`config.mk`:
```
export PLATFORM = sky130hd
export DESIGN_NAME = alu_seq_divider_flat
export DESIGN_NICKNAME = d
export VERILOG_FILES = /design/src/rtl/alu_seq_divider_pkg.sv /design/src/rtl/alu_seq_divider_if.sv /design/src/rtl/alu_seq_divider_step.sv /design/src/rtl/alu_seq_divider.sv /design/src/flat_wrapper.sv
export SDC_FILE = /design/constraint.sdc
export NUM_CORES = 1
export LEC_CHECK = 0
export CORE_UTILIZATION = 35
export CTS_BUF_LIST = sky130_fd_sc_hd__clkbuf_4
export DETAILED_ROUTE_END_ITERATION = 10
export SLEW_MARGIN = 20
export SYNTH_ARGS = -nofsm -noshare
export SYNTH_HDL_FRONTEND = slang
export SYNTH_HIERARCHICAL = 1
export SYNTH_SLANG_ARGS = --single-unit
export TNS_END_PERCENT = 50
```
`constraint.sdc`:
```
create_clock -name clk -period 12.1 [get_ports clk]
set_input_delay 2.42 -clock clk [delete_from_list [all_inputs] [get_ports clk]]
set_output_delay 2.42 -clock clk [all_outputs]
set_load 0.02 [all_outputs]
```
`src/rtl/alu_seq_divider_pkg.sv`:
```
// alu_seq_divider_pkg: shared ALU width, divider state encoding and result-mux op codes
package alu_seq_divider_pkg;
  localparam int N = 16;
  typedef enum logic [1:0] {IDLE = 2'd0, RUN = 2'd1, DONE = 2'd2} state_e;
  typedef enum logic [2:0] {
    OP_ADD = 3'd0,
    OP_SUB = 3'd1,
    OP_MUL = 3'd2,
    OP_DIV = 3'd3,
    OP_MOD = 3'd4
  } alu_op_e;
  function automatic logic is_div_op(alu_op_e op);
    return op == OP_DIV || op == OP_MOD;
  endfunction
endpackage

```
`src/rtl/alu_seq_divider_if.sv`:
```
// alu_seq_divider_if: start/ready/done handshake, operands and results of the divider
interface alu_seq_divider_if;
  import alu_seq_divider_pkg::*;
  logic start, op_mod, clr, ready, busy, done, dbz;
  logic [N-1:0] a, b, quot, rem;
  logic [2*N-1:0] result;
  modport master(output start, op_mod, clr, a, b, input ready, busy, done, quot, rem, result, dbz);
  modport slave(input start, op_mod, clr, a, b, output ready, busy, done, quot, rem, result, dbz);
endinterface

```
`src/rtl/alu_seq_divider_step.sv`:
```
// alu_div_step: one restoring-division iteration built on a ripple subtractor
module alu_div_step
  import alu_seq_divider_pkg::*;
(
  input  logic [N-1:0] r_i,
  input  logic [N-1:0] q_i,
  input  logic [N-1:0] b_i,
  output logic [N-1:0] r_o,
  output logic [N-1:0] q_o
);
  logic [N:0] x, y, t;
  logic [N:0] c;
  assign x = {r_i, q_i[N-1]};
  assign y = ~{1'b0, b_i};
  assign c[0] = 1'b1;
  for (genvar i = 0; i <= N; i++) begin : g_rip
    assign t[i] = x[i] ^ y[i] ^ c[i];
    if (i < N) begin : g_c
      assign c[i+1] = (x[i] & y[i]) | (c[i] & (x[i] ^ y[i]));
    end
  end
  // remainder stays below b, so the kept value always fits in N bits
  assign r_o = t[N] ? x[N-1:0] : t[N-1:0];
  assign q_o = {q_i[N-2:0], ~t[N]};
endmodule

```
`src/rtl/alu_seq_divider.sv`:
```
// alu_seq_divider: multi-cycle unsigned restoring divider for ALU divide/modulus
module alu_seq_divider
  import alu_seq_divider_pkg::*;
(
  input logic clk,
  input logic rst_n,
  alu_seq_divider_if.slave bus
);
  localparam int CW = $clog2(N);
  state_e state_q;
  logic [N-1:0] q_q, r_q, b_q, q_d, r_d, quot_q, rem_q;
  logic [CW-1:0] cnt_q;
  logic [2*N-1:0] result_q;
  logic op_q, done_q, busy_q, ready_q, dbz_q;
  alu_div_step u_step (.r_i(r_q), .q_i(q_q), .b_i(b_q), .r_o(r_d), .q_o(q_d));
  always_ff @(posedge clk or negedge rst_n)
    if (!rst_n) begin
      state_q  <= IDLE;
      {q_q, r_q, b_q, cnt_q, op_q} <= '0;
      {quot_q, rem_q, result_q, dbz_q, done_q, busy_q} <= '0;
      ready_q  <= 1'b1;
    end else if (bus.clr) begin
      state_q  <= IDLE;
      {q_q, r_q, b_q, cnt_q, op_q} <= '0;
      {quot_q, rem_q, result_q, dbz_q, done_q, busy_q} <= '0;
      ready_q  <= 1'b1;
    end else begin
      done_q <= 1'b0;
      if (ready_q && bus.start) begin
        b_q   <= bus.b;
        op_q  <= bus.op_mod;
        dbz_q <= bus.b == '0;
        if (bus.b == '0) begin
          state_q  <= DONE;
          quot_q   <= '0;
          rem_q    <= '0;
          result_q <= '0;
          done_q   <= 1'b1;
        end else begin
          state_q <= RUN;
          q_q     <= bus.a;
          r_q     <= '0;
          cnt_q   <= CW'(N - 1);
          ready_q <= 1'b0;
          busy_q  <= 1'b1;
        end
      end else if (state_q == RUN) begin
        q_q   <= q_d;
        r_q   <= r_d;
        cnt_q <= cnt_q - CW'(1);
        if (cnt_q == '0) begin
          state_q  <= DONE;
          quot_q   <= q_d;
          rem_q    <= r_d;
          result_q <= {{N{1'b0}}, op_q ? r_d : q_d};
          done_q   <= 1'b1;
          ready_q  <= 1'b1;
          busy_q   <= 1'b0;
        end
      end else if (state_q == DONE) begin
        state_q <= IDLE;
      end
    end
  assign bus.ready  = ready_q;
  assign bus.busy   = busy_q;
  assign bus.done   = done_q;
  assign bus.quot   = quot_q;
  assign bus.rem    = rem_q;
  assign bus.result = result_q;
  assign bus.dbz    = dbz_q;
endmodule
```
`src/flat_wrapper.sv`:
```
// flat-port wrapper written by rule: the top's interface ports become plain ports
module alu_seq_divider_flat import alu_seq_divider_pkg::*;
  (clk, rst_n, bus_start, bus_op_mod, bus_clr, bus_a, bus_b, bus_ready, bus_busy, bus_done, bus_quot, bus_rem, bus_result, bus_dbz);
  alu_seq_divider_if bus_i ();
  input logic clk;
  input logic rst_n;
  input wire logic [$bits(bus_i.start)-1:0] bus_start;
  input wire logic [$bits(bus_i.op_mod)-1:0] bus_op_mod;
  input wire logic [$bits(bus_i.clr)-1:0] bus_clr;
  input wire logic [$bits(bus_i.a)-1:0] bus_a;
  input wire logic [$bits(bus_i.b)-1:0] bus_b;
  output wire logic [$bits(bus_i.ready)-1:0] bus_ready;
  output wire logic [$bits(bus_i.busy)-1:0] bus_busy;
  output wire logic [$bits(bus_i.done)-1:0] bus_done;
  output wire logic [$bits(bus_i.quot)-1:0] bus_quot;
  output wire logic [$bits(bus_i.rem)-1:0] bus_rem;
  output wire logic [$bits(bus_i.result)-1:0] bus_result;
  output wire logic [$bits(bus_i.dbz)-1:0] bus_dbz;
  assign bus_i.start = bus_start;
  assign bus_i.op_mod = bus_op_mod;
  assign bus_i.clr = bus_clr;
  assign bus_i.a = bus_a;
  assign bus_i.b = bus_b;
  assign bus_ready = bus_i.ready;
  assign bus_busy = bus_i.busy;
  assign bus_done = bus_i.done;
  assign bus_quot = bus_i.quot;
  assign bus_rem = bus_i.rem;
  assign bus_result = bus_i.result;
  assign bus_dbz = bus_i.dbz;
  alu_seq_divider u_core (.clk(clk), .rst_n(rst_n), .bus(bus_i));
endmodule
```
==> flow_summary.toml, run 1 <==
[run_status]
status = "finished with violations"
failed_checks = "design-rule violations"

[die]
die_x_um = 126
die_h_um = 126
rows = 45
dieArea_mm2 = 0.0159
start_util = 0.356
ioPinCount = 105
core_area_mm2 = 0.0151

[synthesis]
synth_edf_count = 0
ys_seq_area_frac = 0.496
synth_seq_cells = 107
postSynthCellCount = 473
synth-async-reset-ratio = 1.00
yosysWarnings = 6
synth.mux.area_fraction = 0.0948
synth_cell_types = 43
synth_area_mm2 = 0.00540
synthAdderAreaFrac = 0.0626
synth_compound_area_frac = 0.162
avgSynthCellArea_um2 = 11.4
yosys.area_share.simple = 0.0832
synth_ff_type = "dfrtp_1"
yosys.area_share.xor_xnor = 0.00510
synth_top_family_by_area = "compound AO/OA/AOI/OAI gates"

[timing]
drv_slew = 0
rsz0062_at_grt = "no"
skew_ps = 19.5
finalSetupViolations = 0
fmax_mhz = 124
finalHoldViolCount = 0
hold_ws_ps = 519
slew_headroom = 0.305
fin_crit_ps = 8060
finalSetupTns_ps = 0
tightest_slew_ps = 1040
min_period_over_period = 0.666

[setup_path]
cp_max_fo = 17
ff2ff_setup_slack_ps = 4040
cp_common_cell = "fa_1"
critPathKind = "flop to flop"
r2r-start = "u_core/b_q[0]"
path_cells = "ha_1 -> fa_1 -> fa_1 -> fa_1 -> fa_1 -> fa_1 -> fa_1 -> fa_1 -> fa_1 -> fa_1 -> fa_1 -> fa_1 -> fa_1 -> inv_1 -> fa_1 -> inv_1 -> fa_1 -> fa_1 -> xor2_4 -> mux2i_1 -> mux2i_1 -> o2bb2ai_1"
cp.required_ps = 12490
crit_path_top_delay_cell = "xor2_4"
cp_slowest_stage_delay_ps = 630
start_kind = "flop"
worstReg2RegEnd = "u_core/bus.result[8]"
endpoint_kind = "flop"
arrival_ps = 8440
r2r_cells = 22

[global_route]
grt_pass1_vias = 3845
antenna_found_initial = 0
grt_overflow = 0
grt_pass1_wl_mm = 21.3
grt_max_degree = 83
gr-usage-all-layers = 0.173

[finish]
final_nets = 585
drive_above_1_share = 0.0729
area_growth_pct = 18.1
final_cell_mix = "dfrtp_1, clkdlybuf4s50_1, nand2_1, a22o_1, a21oi_1"
antennaDiodeCount = 0
layout_commonest_cell = "dfrtp_1"

[placed_design]
hpwl_mm = 8.98
place_congestion = 0.792
port_buffers = 88

[clock_network]
hold_buffers = 0
cts_buffer_depth = 2
cts.sink_count = 107
path_clk_slew_ps = 150
cts_setup_buffers = 0
post_cts_resized = 0
h-tree-depth = 3
cts_tree = "yes"
worst_skew_pair.late_latency_ps = 470
cts-root-buf = "clkbuf_4"
cts_buffers = 9

[pwr]
internal_power_mw = 0.525
p_sw_mw = 0.233
power.leakage_nw = 2.78
switching_share = 0.307
irDropWorstVdd_mv = 0.0758
combPwrFrac = 0.221
seqPwrFrac = 0.513
p_per_area_mw_per_mm2 = 119
clock_power_share = 0.266

[drt]
dr.pass1.iters = 7
wirelength_mm = 12.9
viasPerCell = 5.23
vias = 3783
ant_nets = 0
avgRoutedWirePerCell_um = 17.9
drc = 2
dr.first_iter.drc_count = 244

[min_path]
hold_depth = 1
hold_path_end = "u_core/bus.rem[8]"
min_path_type = "flop to flop"
hold_start = "u_core/bus.rem[8]"

[flow_run]
cap_violations = 0
## kinds of logic after synthesis
kind of cell               after synthesis
AOI/OAI and AO/OA                      117
muxes                                   49
DFF                                    107
adders and majority gates               18
buffers and inverters                   85
and+or+nand+nor                         95
xor gates and xnor gates                 1
other                                    1
## how the worst max path moves through the flow
stage,startpoint,to,depth (start not counted)
global route,u_core/q_q[15],u_core/bus.result[8],23
detailed placement,u_core/b_q[0],u_core/bus.result[13],22
finish,u_core/b_q[0],u_core/bus.result[8],22
global placement,u_core/b_q[0],u_core/bus.result[8],22
floorplan,u_core/b_q[0],u_core/bus.result[10],23
CTS,u_core/b_q[0],u_core/bus.result[8],22
## synth_stat cells, types with 2 or more instances
cell,n,share of area
dfrtp_1,106,0.49
nand2_1,72,0.050
a22o_1,48,0.078
a21oi_1,39,0.036
buf_4,34,0.047
mux2i_1,32,0.059
inv_1,22,0.015
o2bb2ai_1,16,0.026
fa_1,15,0.056
mux2_1,14,0.029
clkbuf_1,11,0.0076
buf_2,8,0.0074
buf_6,6,0.013
nor2_1,5,0.0035
nor4_2,4,0.0093
and2_1,3,0.0035
buf_1,3,0.0021
ha_1,3,0.0070
mux2_2,3,0.0063
a31o_2,2,0.0032
a31oi_1,2,0.0023
nand3_1,2,0.0019
o21a_1,2,0.0028
o21ai_0,2,0.0019
## power groups by stage
stage	clock network, mW	registers (mW)	logic [mW]
global route	0.223	0.391	0.185
detailed placement	0	0.396	0.167
finish	0.201	0.389	0.167
CTS	0.210	0.389	0.168
floorplan	0	0.390	0.128
global placement	0	0.395	0.163
## metal layers
layer	GRT usage	up-vias	wire, µm
met4	0.0475	0	144
met3	0.0416	11	532
met1	0.236	1952	5930
met2	0.276	96	6320
li1	-	1724	-
met5	0	-	0
## worst max-delay path: cells and delay by family, from the launching register on
kind,cells,cell delay (ps)
adders and majority gates,16,6010
AOI/OAI and AO/OA,1,170
muxes,2,610
xor gates and xnor gates,1,630
DFF,1,420
buffers and inverters,2,130
## registers in the layout, indices dropped and copies added, names as in the netlist, 2 cells and up
name and flops:
u_core/r_q 16, u_core/state_q 2, u_core/bus.quot 16, u_core/q_q 16, u_core/b_q 16, u_core/bus.rem 16, u_core/bus.result 16, u_core/cnt_q 4
## stage by stage
step	utilization	cells	total power [mW]	instance area [µm²]	setup WS [ps]
after global routing	0.421	723	0.799	6370	3710
after global placement	0.408	706	0.558	6180	4270
after floorplan	-	488	0.518	5460	4840
after CTS	0.421	723	0.768	6370	4080
after detailed placement	0.410	707	0.563	6210	4130
final	0.421	723	0.757	6370	4040
## cell type report
class / count / area (µm²)
clock inverter: 7 / 92.6
sequential: 107 / 2680
fill: 1439 / 8770
timing repair buffer: 94 / 947
multi-input combinational: 296 / 2270
clock buffer: 9 / 67.6
tap: 188 / 235
inverter: 22 / 82.6
(Power assumes the default switching activity.)
==> inputs of run 2 (changes only) <==
Clock period 12.1 ns to 8.3 ns, I/O delays scaled along.
==> flow_summary.toml, run 2 (synthesis gave the netlist of run 1 again) <==
[pwr]
p_per_area_mw_per_mm2 = 170
power.leakage_nw = 2.78
irDropWorstVdd_mv = 0.0870

[timing]
drv_slew = 0
finalSetupViolations = 0
tightest_slew_ps = 1030
fin_crit_ps = 7890
skew_ps = 33.0
min_period_over_period = 0.951
finalSetupTns_ps = 0
slew_headroom = 0.312
fmax_mhz = 127
rsz0062_at_grt = "no"
finalHoldViolCount = 0

[min_path]
hold_start = "u_core/r_q[14]"
hold_depth = 1
min_path_type = "flop to flop"

[drt]
wirelength_mm = 13.1
ant_nets = 0
drc = 0
dr.pass1.iters = 7
dr.first_iter.drc_count = 254
vias = 3736
avgRoutedWirePerCell_um = 18.1
viasPerCell = 5.16

[run_status]
status = "finished clean"

[setup_path]
r2r_cells = 23
startpoint = "u_core/b_q[0]"
cp_common_cell = "fa_1"
cp_slowest_stage_delay_ps = 470
cp_max_fo = 11
cp.required_ps = 8690
ff2ff_setup_slack_ps = 410
worstReg2RegEnd = "u_core/bus.result[8]"
crit_path_top_delay_cell = "fa_1"
path_cells = "ha_1 -> fa_1 -> fa_1 -> fa_1 -> fa_1 -> fa_1 -> fa_1 -> fa_1 -> fa_1 -> fa_1 -> fa_1 -> fa_1 -> fa_1 -> inv_1 -> fa_1 -> inv_1 -> fa_1 -> fa_1 -> xor2_4 -> buf_12 -> mux2i_1 -> mux2i_1 -> o2bb2ai_1"
r2r-start = "u_core/b_q[0]"
critPathKind = "flop to flop"
endpoint = "u_core/bus.result[8]"
start_kind = "flop"
arrival_ps = 8280
endpoint_kind = "flop"

[placed_design]
port_buffers = 88
dp.cells = 708
place_congestion = 0.793
hpwl_mm = 9.09

[finish]
drive_above_1_share = 0.0765
antennaDiodeCount = 0
area_growth_pct = 17.8
final_nets = 586
final_cell_mix = "dfrtp_1, clkdlybuf4s50_1, nand2_1, a22o_1, a21oi_1"
finalNonFillerCells = 724
layout_commonest_cell = "dfrtp_1"

[clock_network]
hold_buffers = 0
path_clk_slew_ps = 170
cts.sink_count = 107
cts_buffers = 9
post_cts_resized = 0
cts-root-buf = "clkbuf_4"
cts_tree = "yes"
cts_buffer_depth = 2
h-tree-depth = 3
cts_setup_buffers = 0
worst_skew_pair.late_latency_ps = 490

[flow_run]
cap_violations = 0

[global_route]
grt_overflow = 0
grt_pass1_wl_mm = 21.3
grt_pass1_vias = 3877
gr-usage-all-layers = 0.172
grt_max_degree = 83
antenna_found_initial = 0

[die]
start_util = 0.356
ioPinCount = 105
rows = 45
die_h_um = 126
dieArea_mm2 = 0.0159
die_x_um = 126
core_area_mm2 = 0.0151
-- run 2: stage by stage --
| step | utilization | instance area (µm²) | hold slack (ps) | total power [mW] | worst slack (ps) |
|---|---|---|---|---|---|
| final | 0.420 | 6360 | 520 | 1.08 | 409 |
| after global routing | 0.420 | 6360 | 538 | 1.14 | 71.4 |
| after CTS | 0.420 | 6360 | 526 | 1.10 | 417 |
| after detailed placement | 0.411 | 6220 | 480 | 0.830 | 473 |
| after global placement | 0.410 | 6200 | 479 | 0.820 | 664 |
| after floorplan | - | 5460 | 465 | 0.756 | 1040 |
-- run 2: report_power, final --
part           total [mW]  internal (mW)  leakage (nW)  switching (mW)
clock               0.264         0.0698        0.0714           0.195
combinational       0.253          0.106          1.24           0.146
sequential          0.566          0.543          1.47          0.0229
-- run 2: cell type report --
type / count / area, µm²
Fill cell: 1417 / 8790
Sequential cell: 107 / 2680
Multi-Input combinational cell: 296 / 2270
Timing Repair Buffer: 95 / 960
Tap cell: 188 / 235
Inverter: 22 / 82.6
Clock buffer: 9 / 67.6
Clock inverter: 7 / 65.1
-- run 2: how the worst min path moves through the flow --
stage,endpoint,slack (ps)
detailed placement,u_core/bus.result[9],480
CTS,u_core/bus.result[9],530
global route,u_core/bus.result[8],540
floorplan,u_core/q_q[10],470
finish,u_core/r_q[14],520
global placement,u_core/bus.busy,480
-- run 2: layer usage --
layer / GRT usage / vias up / wire (µm)
li1: - / 1717 / -
met1: 0.237 / 1898 / 5940
met2: 0.283 / 108 / 6390
met3: 0.0276 / 13 / 625
met4: 0.0446 / 0 / 159
met5: 0 / - / 0
-- run 2: critical path: cells and delay by family, from the launching register on --
family,cells,cell delay [ps]
AOI/OAI and AO/OA,1,170
xor gates and xnor gates,1,370
adders and majority gates,16,6030
buffers and inverters,3,320
DFF,1,410
muxes,2,520
==> edit 1: new RTL, settings of run 2 <==
Set the package constant `N` to 8 (it was 16).
--- a/src/rtl/alu_seq_divider_pkg.sv
+++ b/src/rtl/alu_seq_divider_pkg.sv
@@ -2,3 +2,3 @@
 package alu_seq_divider_pkg;
-  localparam int N = 16;
+  localparam int N = 8;
   typedef enum logic [1:0] {IDLE = 2'd0, RUN = 2'd1, DONE = 2'd2} state_e;
Ports: changed (5 resized); port bits go from 105 to 57. No check against the original RTL was run, so the function may have changed too.
==> edit 1 against run 2 <==
Cell area decreased by 36%; setup slack improved by 3300 ps; clock power is 12% higher; wire length shrank 38%; sequential cell count is 49 lower; first-iteration DRC count shrank 20%; non-clock buffer count decreased by 43; core utilization grew 1.6 points; die area down 37%; synthesized area down 37%; total power decreased by 30%.
==> edit 1: results (changes against run 2) <==
* RR Startpoint: u_core/q_q[7]$_DFFE_PN0P_
* Wire per inst at 16.0 um (-11%)
* Critical-path maximum fanout at 9 (-2)
* Post-placement cell count at 492 (-31%)
* Via density at 5.23 (+1.4%)
* Non-clock buffers at 52 (-45%)
* Drt first pass iters at 4 (-3)
* Met3 WL post-DR at 290 um (-54%)
* Sequential portion of the cell area at 35.7% (-6.4 points)
* Sequential area share after synthesis at 42.8% (-6.8 points)
* Routability congestion estimate from global placement at 0.818 (+3.2%)
* Switching pwr at 0.219 mW (-40%)
* Non-clk buf share at 12.5% (-2.6 points)
* Lkg Pwr at 1.61 nW (-42%)
* Clock latency on the worst-skew pair at 410 ps (-80 ps)
* Met1 global-route usage at 24.3% (+0.62 points)
* Mux cell area share after synthesis at 7.22% (-2.3 points)
* Fill count at 922 (-35%)
* Post-route cell area at 4060 sq um (-36%)
* Clock transition at path regs at 100 ps (-70 ps)
* Most frequent cells after synthesis: dfrtp_1, inv_1, nand3_1, a21oi_1, mux2i_1
* Measured slew at the worst slew-check pin at 1030 ps (+5.68 ps)
* Final clock skew at 20.2 ps (-12.8 ps)
* Layout inverter count without the clock tree at 42 (+91%)
* Top post-synthesis cells by area: dfrtp_1, mux2i_1, nand3_1, buf_4, inv_1
* Met2 WL at 3850 um (-40%)
* Syn_area_per_cell at 9.95 sq um (-13%)
* Multi-input gate count at 212 (-28%)
* Largest net degree at the start of global routing at 59 (-29%)
* Met3 usage in global routing at 2.43% (-0.33 points)
* Wire length of the first global-routing pass at 13,300 um (-37%)
* Outcome: finished clean
* Max IR drop VDD at 0.0000751 V (-14%)
* Fraction of area in multi-input gates at 38.7% (+3.0 points)
* Final nets at 407 (-31%)
* Comb pwr share at 19.4% (-3.9 points)
* Seq cells post-synth at 58 (-46%)
* Synth Area in XOR/XNOR at 0.811% (+0.30 points)
* Post-synthesis adder-cell area fraction at 5.60% (-0.65 points)
* Reg2Reg Depth at 15 (-35%)
* Pint at 0.535 mW (-26%)
* Post-DP Area at 3840 sq um (-38%)
* ClkCell Share at 5.14% (+3.1 points)
* GR met2 Demand/Resource at 25.9% (-2.4 points)
* Hold_sp: u_core/cnt_q[1]$_DFFE_PN0P_
* Reg2Reg Capture Point: u_core/r_q[7]$_DFFE_PN0P_
* Post-DP HPWL at 5580 um (-39%)
* Hold Path End: u_core/cnt_q[1]$_DFFE_PN0P_
* Resize count post-CTS at 0 (unchanged)
* All-Layer GR Usage at 17.2% (about the same)
* DP Worst Slack at 3730 ps (+3260 ps)
* Starting DRT DRC Count at 204 (-20%)
* Layout Cells excl Fill at 509 (-30%)
* I/O Buffers at 48 (-45%)
* P_seq at 0.311 mW (-45%)
## edit 1: worst max-delay path by stage
stage / to / slack (ps) / cells after the start / start
final: u_core/r_q[7]$_DFFE_PN0P_ / 3690 / 15 / u_core/q_q[7]$_DFFE_PN0P_
after global routing: u_core/r_q[7]$_DFFE_PN0P_ / 3420 / 15 / u_core/q_q[7]$_DFFE_PN0P_
after CTS: u_core/r_q[7]$_DFFE_PN0P_ / 3690 / 15 / u_core/q_q[7]$_DFFE_PN0P_
after detailed placement: u_core/r_q[7]$_DFFE_PN0P_ / 3730 / 15 / u_core/q_q[7]$_DFFE_PN0P_
after global placement: u_core/r_q[4]$_DFFE_PN0P_ / 3790 / 15 / u_core/q_q[7]$_DFFE_PN0P_
after floorplan: u_core/r_q[0]$_DFFE_PN0P_ / 4080 / 15 / u_core/q_q[7]$_DFFE_PN0P_
## edit 1: logic make-up after synthesis
logic type | after synthesis
flops | 58
mux | 24
compound gates | 86
buf+inv | 78
other cells | 1
xor+xnor | 1
simple gates | 82
fa+ha+maj | 11
==> edit 2: new RTL, flow settings as in run 2 <==
Made on the original files. Re-encode `state_e` (3 states) as one-hot, 3 bits wide.
--- a/src/rtl/alu_seq_divider_pkg.sv
+++ b/src/rtl/alu_seq_divider_pkg.sv
@@ -3,3 +3,3 @@
   localparam int N = 16;
-  typedef enum logic [1:0] {IDLE = 2'd0, RUN = 2'd1, DONE = 2'd2} state_e;
+  typedef enum logic [2:0] {IDLE = 3'b001, RUN = 3'b010, DONE = 3'b100} state_e;
   typedef enum logic [2:0] {
Formal check against the unedited RTL: same outputs for any inputs over 4 cycles, from zero or initial values and one cycle with rst_n low; so few cycles prove little.
==> edit 2 against run 2 <==
Setup slack improved by 110 ps; sequential share of layout area grew 0.51 points; hold slack worse by 9.2 ps; sequential cell count is 1 higher; critical path depth is the same; synthesized area is essentially flat; total power shrank 9.9%; wire length grew 0.43%; final cell count grew 0.69%; cell area shrank 0.24%; critical path type unchanged; largest cell class unchanged.
==> edit 2: results (changes against run 2) <==
* Outcome: finished clean
* Largest net degree at the start of global routing at 71 (-14%)
* Measured slew at the worst slew-check pin at 973 ps (-56.2 ps)
* Setup TNS Final at 0 ps (unchanged)
* Lkg Pwr at 2.77 nW (-0.23%)
* Mux cell area share after synthesis at 9.29% (-0.19 points)
* Resize count post-CTS at 0 (unchanged)
* Sequential area share after synthesis at 50.1% (+0.48 points)
* Critical path startpoint: u_core/b_q[0]$_DFFE_PN0P_
* Drt first pass iters at 4 (-3)
* All-Layer GR Usage at 17.6% (+0.38 points)
* Final hold slack at 511 ps (-9.21 ps)
* DR vias at 3,845 (+2.9%)
* Max IR drop VDD at 0.0000726 V (-17%)
* WL final at 13,200 um (+0.43%)
* Worst EP arrival at 8200 ps (-80 ps)
* Crit-path leading delay family: adder cells
* Post-DP Area at 6250 sq um (+0.38%)
* Starting DRT DRC Count at 146 (-43%)
* Synth cell types at 40 (-7.0%)
* Top post-synthesis cells by area: dfrtp_1, a22o_1, mux2i_1, fa_1, buf_4
* Number of global-route vias before repair at 4,018 (+3.6%)
* Final clock skew at 19.1 ps (-13.9 ps)
* Layout cells sized above 1 at 8.13% (+0.48 points)
* Synth Area in XOR/XNOR at 0.510% (about the same)
* Hold depth at 1 (unchanged)
* Max incr delay on CP at 460 ps
* Final nets at 592 (+1.0%)
* Critical-path maximum fanout at 17 (+6)
* Warnings from Yosys at 6 (unchanged)
* Hold Path End: u_core/bus.result[14]$_DFFE_PN0P_
* Htree depth at 3 (unchanged)
* Post-synthesis adder-cell area fraction at 6.02% (-0.23 points)
* Synth Area in Compound Gates at 16.7% (+0.44 points)
* Post-placement cell count at 715 (+0.99%)
* Clock latency on the worst-skew pair at around 480 ps
* Cells after synthesis at 476 (+0.63%)
* Most frequent cells after synthesis: dfrtp_1, nand2_1, a22o_1, a21oi_1, buf_4
* Worst R2R Setup Slack at 520 ps (+110 ps)
* Post-DP HPWL at 8990 um (-1.1%)
* Routability congestion estimate from global placement at 0.776 (-2.1%)
* ANT cells at 0 (unchanged)
* Wire per inst at 18.1 um (-0.26%)
* Wire length of the first global-routing pass at 21,900 um (+2.6%)
* Hold_sp: u_core/bus.result[14]$_DFFE_PN0P_
edit 2: cell count changes in the layout (fill, tap and decap cells not counted), moves of 3 or more:
cell	run 2	this run
buf_4	5	11
a21oi_1	39	43
nand2b_1	1	4
nor2_1	5	2
edit 2: final cells by class:
cell class	instances	area [sq um]
clock buffer	9	67.6
clock inverter	5	30.0
fill	1441	8800
inverter	22	82.6
multi-input combinational	299	2270
sequential	108	2710
tap	188	235
timing repair buffer	98	953
edit 2: where the power goes:
group / internal, mW / switching [mW]
Clock: 0.0576 / 0.173
Sequential: 0.544 / 0.0208
Combinational: 0.0752 / 0.106
edit 2: routing by layer:
layer / global-route usage (%) / vias up / wire [um]
met3: 2.25 / 16 / 308
met2: 28.5 / 86 / 6500
li1: - / 1743 / -
met1: 24.0 / 2000 / 6110
met4: 7.09 / 0 / 250
met5: 0 / - / 0
edit 2: per-stage QoR:
step	power, mW	worst slack (ps)
after detailed placement	0.757	605
after global routing	1.03	172
after global placement	0.751	673
final	0.976	517
after floorplan	0.702	1040
after CTS	0.986	537
